## src/rtl/rr_arbiter4_pkg.sv

```systemverilog
// Shared definitions for the four-requester round-robin arbiter: state
// encoding, requester count and the rotating-priority scan.
package rr_arbiter4_pkg;

  localparam int NUM_REQ = 4;

  typedef enum logic {
    S_IDLE  = 1'b0,
    S_GRANT = 1'b1
  } state_e;

  // First requester at or after ptr, wrapping modulo 4.
  function automatic logic [1:0] rr_pick(input logic [NUM_REQ-1:0] req,
                                         input logic [1:0]         ptr);
    logic [1:0] idx;
    logic       found;
    rr_pick = ptr;
    found   = 1'b0;
    for (int k = 0; k < NUM_REQ; k++) begin
      idx = ptr + 2'(k);
      if (!found && req[idx]) begin
        rr_pick = idx;
        found   = 1'b1;
      end
    end
  endfunction

endpackage

```

## src/rtl/rr_arbiter4_dec2to4.sv

```systemverilog
// 2-to-4 one-hot decoder with an enable; the output is all zero when disabled.
module dec2to4 (
  input  logic [1:0] sel,
  input  logic       en,
  output logic [3:0] y
);

  always_comb begin
    y = 4'b0000;
    if (en) begin
      y[sel] = 1'b1;
    end
  end

endmodule

```

## src/rtl/rr_arbiter4.sv

```systemverilog
// Four-requester round-robin arbiter with release, request-drop and hold
// timeout exits. Grant is decoded from the registered owner index.
module rr_arbiter4
  import rr_arbiter4_pkg::*;
#(
  parameter int MAX_HOLD = 8,
  parameter int HOLD_W   = 4
) (
  input  logic               clock,
  input  logic               reset,
  input  logic [NUM_REQ-1:0] req,
  input  logic               done,
  output logic [NUM_REQ-1:0] grant,
  output logic               grant_valid,
  output logic [1:0]         owner,
  output logic               timeout,
  output logic               state_dbg
);

  localparam logic [HOLD_W-1:0] HOLD_LAST = HOLD_W'(MAX_HOLD - 1);

  state_e            state_q, state_d;
  logic [1:0]        owner_q, owner_d;
  logic [1:0]        ptr_q, ptr_d;
  logic [HOLD_W-1:0] hold_cnt_q, hold_cnt_d;
  logic              timeout_q, timeout_d;
  logic              release_now;
  logic              limit_now;

  always_ff @(posedge clock or posedge reset) begin
    if (reset) begin
      state_q    <= S_IDLE;
      owner_q    <= 2'd0;
      ptr_q      <= 2'd0;
      hold_cnt_q <= '0;
      timeout_q  <= 1'b0;
    end else begin
      state_q    <= state_d;
      owner_q    <= owner_d;
      ptr_q      <= ptr_d;
      hold_cnt_q <= hold_cnt_d;
      timeout_q  <= timeout_d;
    end
  end

  always_comb begin
    state_d     = state_q;
    owner_d     = owner_q;
    ptr_d       = ptr_q;
    hold_cnt_d  = hold_cnt_q;
    timeout_d   = 1'b0;
    release_now = done || !req[owner_q];
    limit_now   = (MAX_HOLD != 0) && (hold_cnt_q == HOLD_LAST);
    case (state_q)
      S_IDLE: begin
        if (|req) begin
          owner_d    = rr_pick(req, ptr_q);
          state_d    = S_GRANT;
          hold_cnt_d = '0;
        end
      end
      S_GRANT: begin
        if (release_now || limit_now) begin
          state_d   = S_IDLE;
          ptr_d     = owner_q + 2'd1;
          // A coinciding release or request drop wins over the timeout.
          timeout_d = !release_now;
        end else begin
          hold_cnt_d = hold_cnt_q + HOLD_W'(1);
        end
      end
    endcase
  end

  dec2to4 u_dec (
    .sel (owner_q),
    .en  (state_q == S_GRANT),
    .y   (grant)
  );

  assign grant_valid = (state_q == S_GRANT);
  assign owner       = owner_q;
  assign timeout     = timeout_q;
  assign state_dbg   = state_q;

endmodule

```

## config.mk

```make
export PLATFORM = sky130hd
export DESIGN_NAME = rr_arbiter4
export DESIGN_NICKNAME = d
export VERILOG_FILES = /design/src/rtl/rr_arbiter4_pkg.sv /design/src/rtl/rr_arbiter4_dec2to4.sv /design/src/rtl/rr_arbiter4.sv
export SDC_FILE = /design/constraint.sdc
export NUM_CORES = 1
export LEC_CHECK = 0
export CAP_MARGIN = 20
export CELL_PAD_IN_SITES_DETAIL_PLACEMENT = 1
export CELL_PAD_IN_SITES_GLOBAL_PLACEMENT = 2
export CORE_UTILIZATION = 30
export DETAILED_ROUTE_END_ITERATION = 10
export PLACE_DENSITY_LB_ADDON = 0.1
export SLEW_MARGIN = 20
export SYNTH_ARGS = -nofsm -noshare
export SYNTH_HDL_FRONTEND = slang
export SYNTH_SLANG_ARGS = --single-unit
```

## constraint.sdc

```tcl
create_clock -name clock -period 2.8 [get_ports clock]
set_clock_uncertainty 0.1 [all_clocks]
set_input_delay 0.84 -clock clock [delete_from_list [all_inputs] [get_ports clock]]
set_output_delay 0.84 -clock clock [all_outputs]
set_load 0.01 [all_outputs]
```

==> impl_metrics.yaml, run 1 <==
final_layout:
  fillers: 238
  final_cells: 112
  drive_above_1_share_pct: 11.76
  post-route-util_pct: 43.00
  antennaDiodeCount: 0
  final_area_um2: 860.8
  areaGrowthSynthToFinish_pct: 30.80
  layout.nets: 99
global_route:
  grt_start_max_net_pins: 14
  grt_pass1_wl_um: 2580
  antenna_found_initial: 0
  grt-ovfl-total: 0
  grt_pass1_vias: 567
  grt_usage_pct: 14.56
sta:
  max-slew-margin-rel_pct: 73.72
  period_needed_ns: 2.677
  hold_slack_ns: 0.4107
  final_max_slew_viol_count: 0
  final_hold_viol_count: 0
  fin_crit_sh_pct: 95.60
  setup_ws_ns: 0.1233
  setup_viol: 0
  rsz0062_at_grt: "no"
  tns_ns: 0
  tightest_slew_ns: 0.3938
  timing.fmax_mhz: 373.6
logic_synthesis:
  synth.avg_cell_area_um2: 9.678
  synth.distinct_cells: 27
  synth_fp_nets: 80
  syn_area_um2: 658.1
  ys_warn_count: 0
  ys_ff_latch: 10
  ys_seq_area_share_pct: 38.02
  synth_cells: 68
clock_network:
  cts_buffers: 3
  cts_root_buf: "clkbuf_4"
  cts.repair.resized: 0
  worstSkewPairLatency_ns: 0.26
  htreeDepth: 1
  cts_sinks: 10
  post_cts_buffers: 0
  cts-hold-fix-buffers: 0
  clkTransAtPathRegs_ns: 0.07
  cts_tree: "yes"
  cts_buffer_depth: 2
worst_hold_path:
  min_delay_path_depth: 1
  hp-class: "flip-flop to flip-flop"
place:
  place_congestion: 0.7403
  dp.cells: 109
  dpl-instance-area_um2: 838.3
  place_ws_ns: 0.2941
  dpl.hpwl_um: 1227
  numPortBuffers: 15
power_and_ir_drop:
  power_uw: 775.5
  powerDensity_nw_per_um2: 900.9
  total_leakage_power_nw: 0.4146
  vdd_drop_max_v: 0.0003997
outcome:
  status: "completed"
setup_path:
  worst_ep_required_time_ns: 1.86
  end_kind: "primary output"
  crit_type: "flip-flop to primary output"
  cp-start-kind: "flip-flop"
  cp_max_fo: 7
  worstPathArrival_ns: 1.74
  reg2reg_depth: 4
die:
  start_util_pct: 32.87
  fp.dieH_um: 48.84
  ios: 16
  design.core.area_um2: 2002
  rows: 16
  die_area_um2: 2385
  die_w_um: 48.84
route:
  routed_via_density: 5.018
  first_iter_violations: 12
  wl_per_cell_um: 13.18
  ant_nets: 0
  drtPass1Iterations: 4
  dr_total_vias: 562
  drc_errors: 0
  wl_um: 1476
flow_run:
  cap_violations: 0
worst max-delay path, cell delays in order, from the launching register on:
cell	delay, ns
dfrtp_1	0.50
inv_1	0.13
ha_1	0.21
and2_1	0.16
clkdlybuf4s50_1	0.48
metal layers:
metal,global-route usage [%],vias to the layer above,wire [µm]
li1,-,269,-
met4,7.353,0,36
met2,25.46,18,715
met3,2.804,4,53
met5,0,-,0
met1,16.80,271,670
path summary, 6_finish.rpt:
kind	startpoint	end	slack [ns]
setup reg to reg	owner[0]	ptr_q[1]	1.13
setup / recovery	owner[0]	grant[0]	0.12
min in group asynchronous	reset	hold_cnt_q[1]	0.76
max in group asynchronous	reset	owner[1]	1.56
hold / removal	hold_cnt_q[0]	hold_cnt_q[0]	0.41
hold reg to reg	hold_cnt_q[0]	hold_cnt_q[0]	0.41
cell type report:
| type | instances | area, µm² | share of cell area [%] |
|---|---|---|---|
| clock buffers | 3 | 22.52 | 2.616 |
| inverters | 8 | 30.03 | 3.488 |
| multi-input cells | 48 | 366.6 | 42.59 |
| flip-flops and latches | 10 | 250.2 | 29.07 |
| well taps | 27 | 33.78 | 3.924 |
| repair buffers | 16 | 157.7 | 18.31 |
state kept, by name, summed over array words and instances (netlist names):
register,flops
hold_cnt_q,4
owner,2
ptr_q,2
grant_valid,1
timeout,1
cells in the final DEF (no fill, tap or decap):
| cell | Yosys | routed |
|---|---|---|
| nand3_1 | 2 | 2 |
| a311oi_1 | 1 | 1 |
| buf_4 | 1 | 1 |
| inv_1 | 8 | 8 |
| nor3_1 | 1 | 1 |
| and3_1 | 2 | 2 |
| o32ai_1 | 1 | 1 |
| mux2_4 | 1 | 1 |
| nand2_1 | 6 | 6 |
| a21oi_2 | 1 | 1 |
| a31oi_1 | 2 | 2 |
| and2_1 | 4 | 4 |
| a211oi_1 | 1 | 1 |
| o21ai_0 | 1 | 1 |
| ha_1 | 5 | 5 |
| or2b_1 | 1 | 1 |
| nand2b_1 | 4 | 4 |
| a21oi_1 | 1 | 1 |
| o22ai_2 | 1 | 1 |
| clkdlybuf4s50_1 | 0 | 15 |
| clkbuf_4 | 0 | 3 |
| nor2_1 | 2 | 2 |
| mux2i_1 | 6 | 6 |
| a221oi_1 | 1 | 1 |
| o41ai_2 | 1 | 1 |
| nand3b_1 | 1 | 1 |
| or2_2 | 2 | 2 |
| dfrtp_1 | 10 | 10 |
kinds of logic (layout without fill, tap and decap cells):
kind of cell / Yosys count / after routing / synth area share [%]
AOI/OAI and AO/OA: 11 / 11 / 14.26
adders and majority gates: 5 / 5 / 9.506
buffers and inverters: 10 / 27 / 6.274
muxes: 7 / 7 / 11.41
DFF: 10 / 10 / 38.02
and+or+nand+nor: 25 / 25 / 20.53
report_power, final:
| part | switching (mW) | internal (mW) | leakage (nW) | total [mW] |
|---|---|---|---|---|
| clock network | 0.0483 | 0.0496 | 0.0138 | 0.0979 |
| logic | 0.178 | 0.225 | 0.273 | 0.403 |
| registers | 0.0802 | 0.194 | 0.128 | 0.275 |
| total | 0.306 | 0.469 | 0.415 | 0.776 |
Yosys cell counts:
cell type  count  area [µm²]
dfrtp_1       10       250.2
inv_1          8       30.03
mux2i_1        6       60.06
nand2_1        6       22.52
ha_1           5       62.56
and2_1         4       25.02
nand2b_1       4       25.02
a31oi_1        2       12.51
and3_1         2       12.51
nand3_1        2       10.01
nor2_1         2       7.510
or2_2          2       12.51
a211oi_1       1       7.510
a21oi_1        1       5.000
a21oi_2        1       8.760
a221oi_1       1       8.760
a311oi_1       1       8.760
buf_4          1       7.510
clkbuf_1       1       3.750
mux2_4         1       15.01
nand3b_1       1       7.510
nor3_1         1       5.000
o21ai_0        1       5.000
o22ai_2        1       12.51
o32ai_1        1       8.760
o41ai_2        1       16.27
or2b_1         1       7.510
No activity file was read; power rests on OpenSTA's default activity.
==> run 2: changes to the inputs <==
Settings changed: CORE_ASPECT_RATIO set to 1.1.
==> impl_metrics.yaml, run 2 (synthesis results as in run 1) <==
global_route:
  grt-ovfl-total: 0
  grt_pass1_vias: 542
  grt_usage_pct: 14.23
  antenna_found_initial: 0
  grt_start_max_net_pins: 14
  grt_pass1_wl_um: 2352
sta:
  rsz0062_at_grt: "no"
  hold_slack_ns: 0.4112
  max-slew-margin-rel_pct: 74.20
  final_max_slew_viol_count: 0
  fin_crit_sh_pct: 94.93
  tightest_slew_ns: 0.3865
  setup_ws_ns: 0.1421
  tns_ns: 0
  setup_viol: 0
  period_needed_ns: 2.658
  timing.fmax_mhz: 376.2
  final_hold_viol_count: 0
route:
  first_iter_violations: 3
  dr_total_vias: 553
  ant_nets: 0
  drtPass1Iterations: 2
  wl_um: 1424
  routed_via_density: 4.851
  wl_per_cell_um: 12.49
  drc_errors: 0
die:
  die_w_um: 46.66
  start_util_pct: 32.23
  die_area_um2: 2385
  design.core.area_um2: 2042
  rows: 17
  fp.dieH_um: 51.13
  ios: 16
place:
  dpl.hpwl_um: 1127
  place_ws_ns: 0.2900
  numPortBuffers: 15
  place_congestion: 0.7077
  dp.cells: 110
power_and_ir_drop:
  vdd_drop_max_v: 0.0004397
  total_leakage_power_nw: 0.4218
  power_uw: 806.6
  powerDensity_nw_per_um2: 920.9
clock_network:
  cts_buffer_depth: 2
  cts_root_buf: "clkbuf_4"
  cts-hold-fix-buffers: 0
  htreeDepth: 1
  cts.repair.resized: 0
  cts_sinks: 10
  cts_buffers: 3
  worstSkewPairLatency_ns: 0.27
  cts_tree: "yes"
  post_cts_buffers: 0
  clkTransAtPathRegs_ns: 0.07
setup_path:
  crit_type: "flip-flop to primary output"
  timing.rr.end: "ptr_q[1]"
  worstPathArrival_ns: 1.72
  r2r_slack_ns: 1.13
  cp-start-kind: "flip-flop"
  cp_max_fo: 7
  reg2reg_depth: 4
  end_kind: "primary output"
  rr_startpoint: "owner[0]"
  cp-startpoint: "owner[0]"
  worst_ep_required_time_ns: 1.86
  setup.worst_path.end: "grant[0]"
final_layout:
  final_cells: 114
  regMostFlops: "hold_cnt_q"
  antennaDiodeCount: 0
  final_cell_mix: "clkdlybuf4s50_1 (15), dfrtp_1 (10), inv_1 (8)"
  largest_reg_flops: 4
  drive_above_1_share_pct: 12.79
  areaGrowthSynthToFinish_pct: 33.08
  layout.nets: 99
  final_common_cell: "clkdlybuf4s50_1"
flow_run:
  cap_violations: 0
worst_hold_path:
  hp-class: "flip-flop to flip-flop"
outcome:
  status: "completed"
run 2: cell types whose count changed in the layout (fill, tap and decap cells not counted), sizes merged:
| cell | delta |
|---|---|
| clkbuf | +1 |
run 2: how the worst min path moves through the flow:
| stage | from | endpoint | slack, ns | depth (start not counted) |
|---|---|---|---|---|
| after floorplan | hold_cnt_q[0] | hold_cnt_q[0] | 0.37 | 1 |
| after global placement | hold_cnt_q[0] | hold_cnt_q[0] | 0.40 | 1 |
| after detailed placement | hold_cnt_q[0] | hold_cnt_q[0] | 0.41 | 1 |
| after CTS | hold_cnt_q[0] | hold_cnt_q[0] | 0.42 | 1 |
| after global routing | hold_cnt_q[0] | hold_cnt_q[0] | 0.45 | 1 |
| final | hold_cnt_q[0] | hold_cnt_q[0] | 0.41 | 1 |
run 2: report_power, final:
group | switching, mW | internal, mW
clock network | 0.0545 | 0.0791
logic | 0.174 | 0.224
registers | 0.0807 | 0.194
run 2: metal layers:
metal / global-route usage (%) / share of wire [%] / vias to the layer above
li1: - / - / 271
met1: 15.89 / 44 / 266
met2: 23.61 / 50 / 12
met3: 3.180 / 3.7 / 4
met4: 8.571 / 2.2 / 0
met5: 0 / 0 / -
run 2: area by class of cell:
cell class	instances	area [µm²]
clock buffer	4	36.28
fill	257	1166
inverter	8	30.03
multi-input combinational	48	366.6
sequential	10	250.2
tap	28	35.03
timing repair buffer	16	157.7
run 2: per-stage QoR:
stage,utilization [%],cell area (µm²)
CTS,42.89,875.8
detailed placement,41.12,839.6
global route,42.89,875.8
floorplan,-,658.1
global placement,41.12,839.6
finish,42.89,875.8
run 2: worst max-delay path: stages (launching register included):
cell and delay (ns):
dfrtp_1 0.50, inv_1 0.12, ha_1 0.20, and2_1 0.15
clkdlybuf4s50_1 0.47
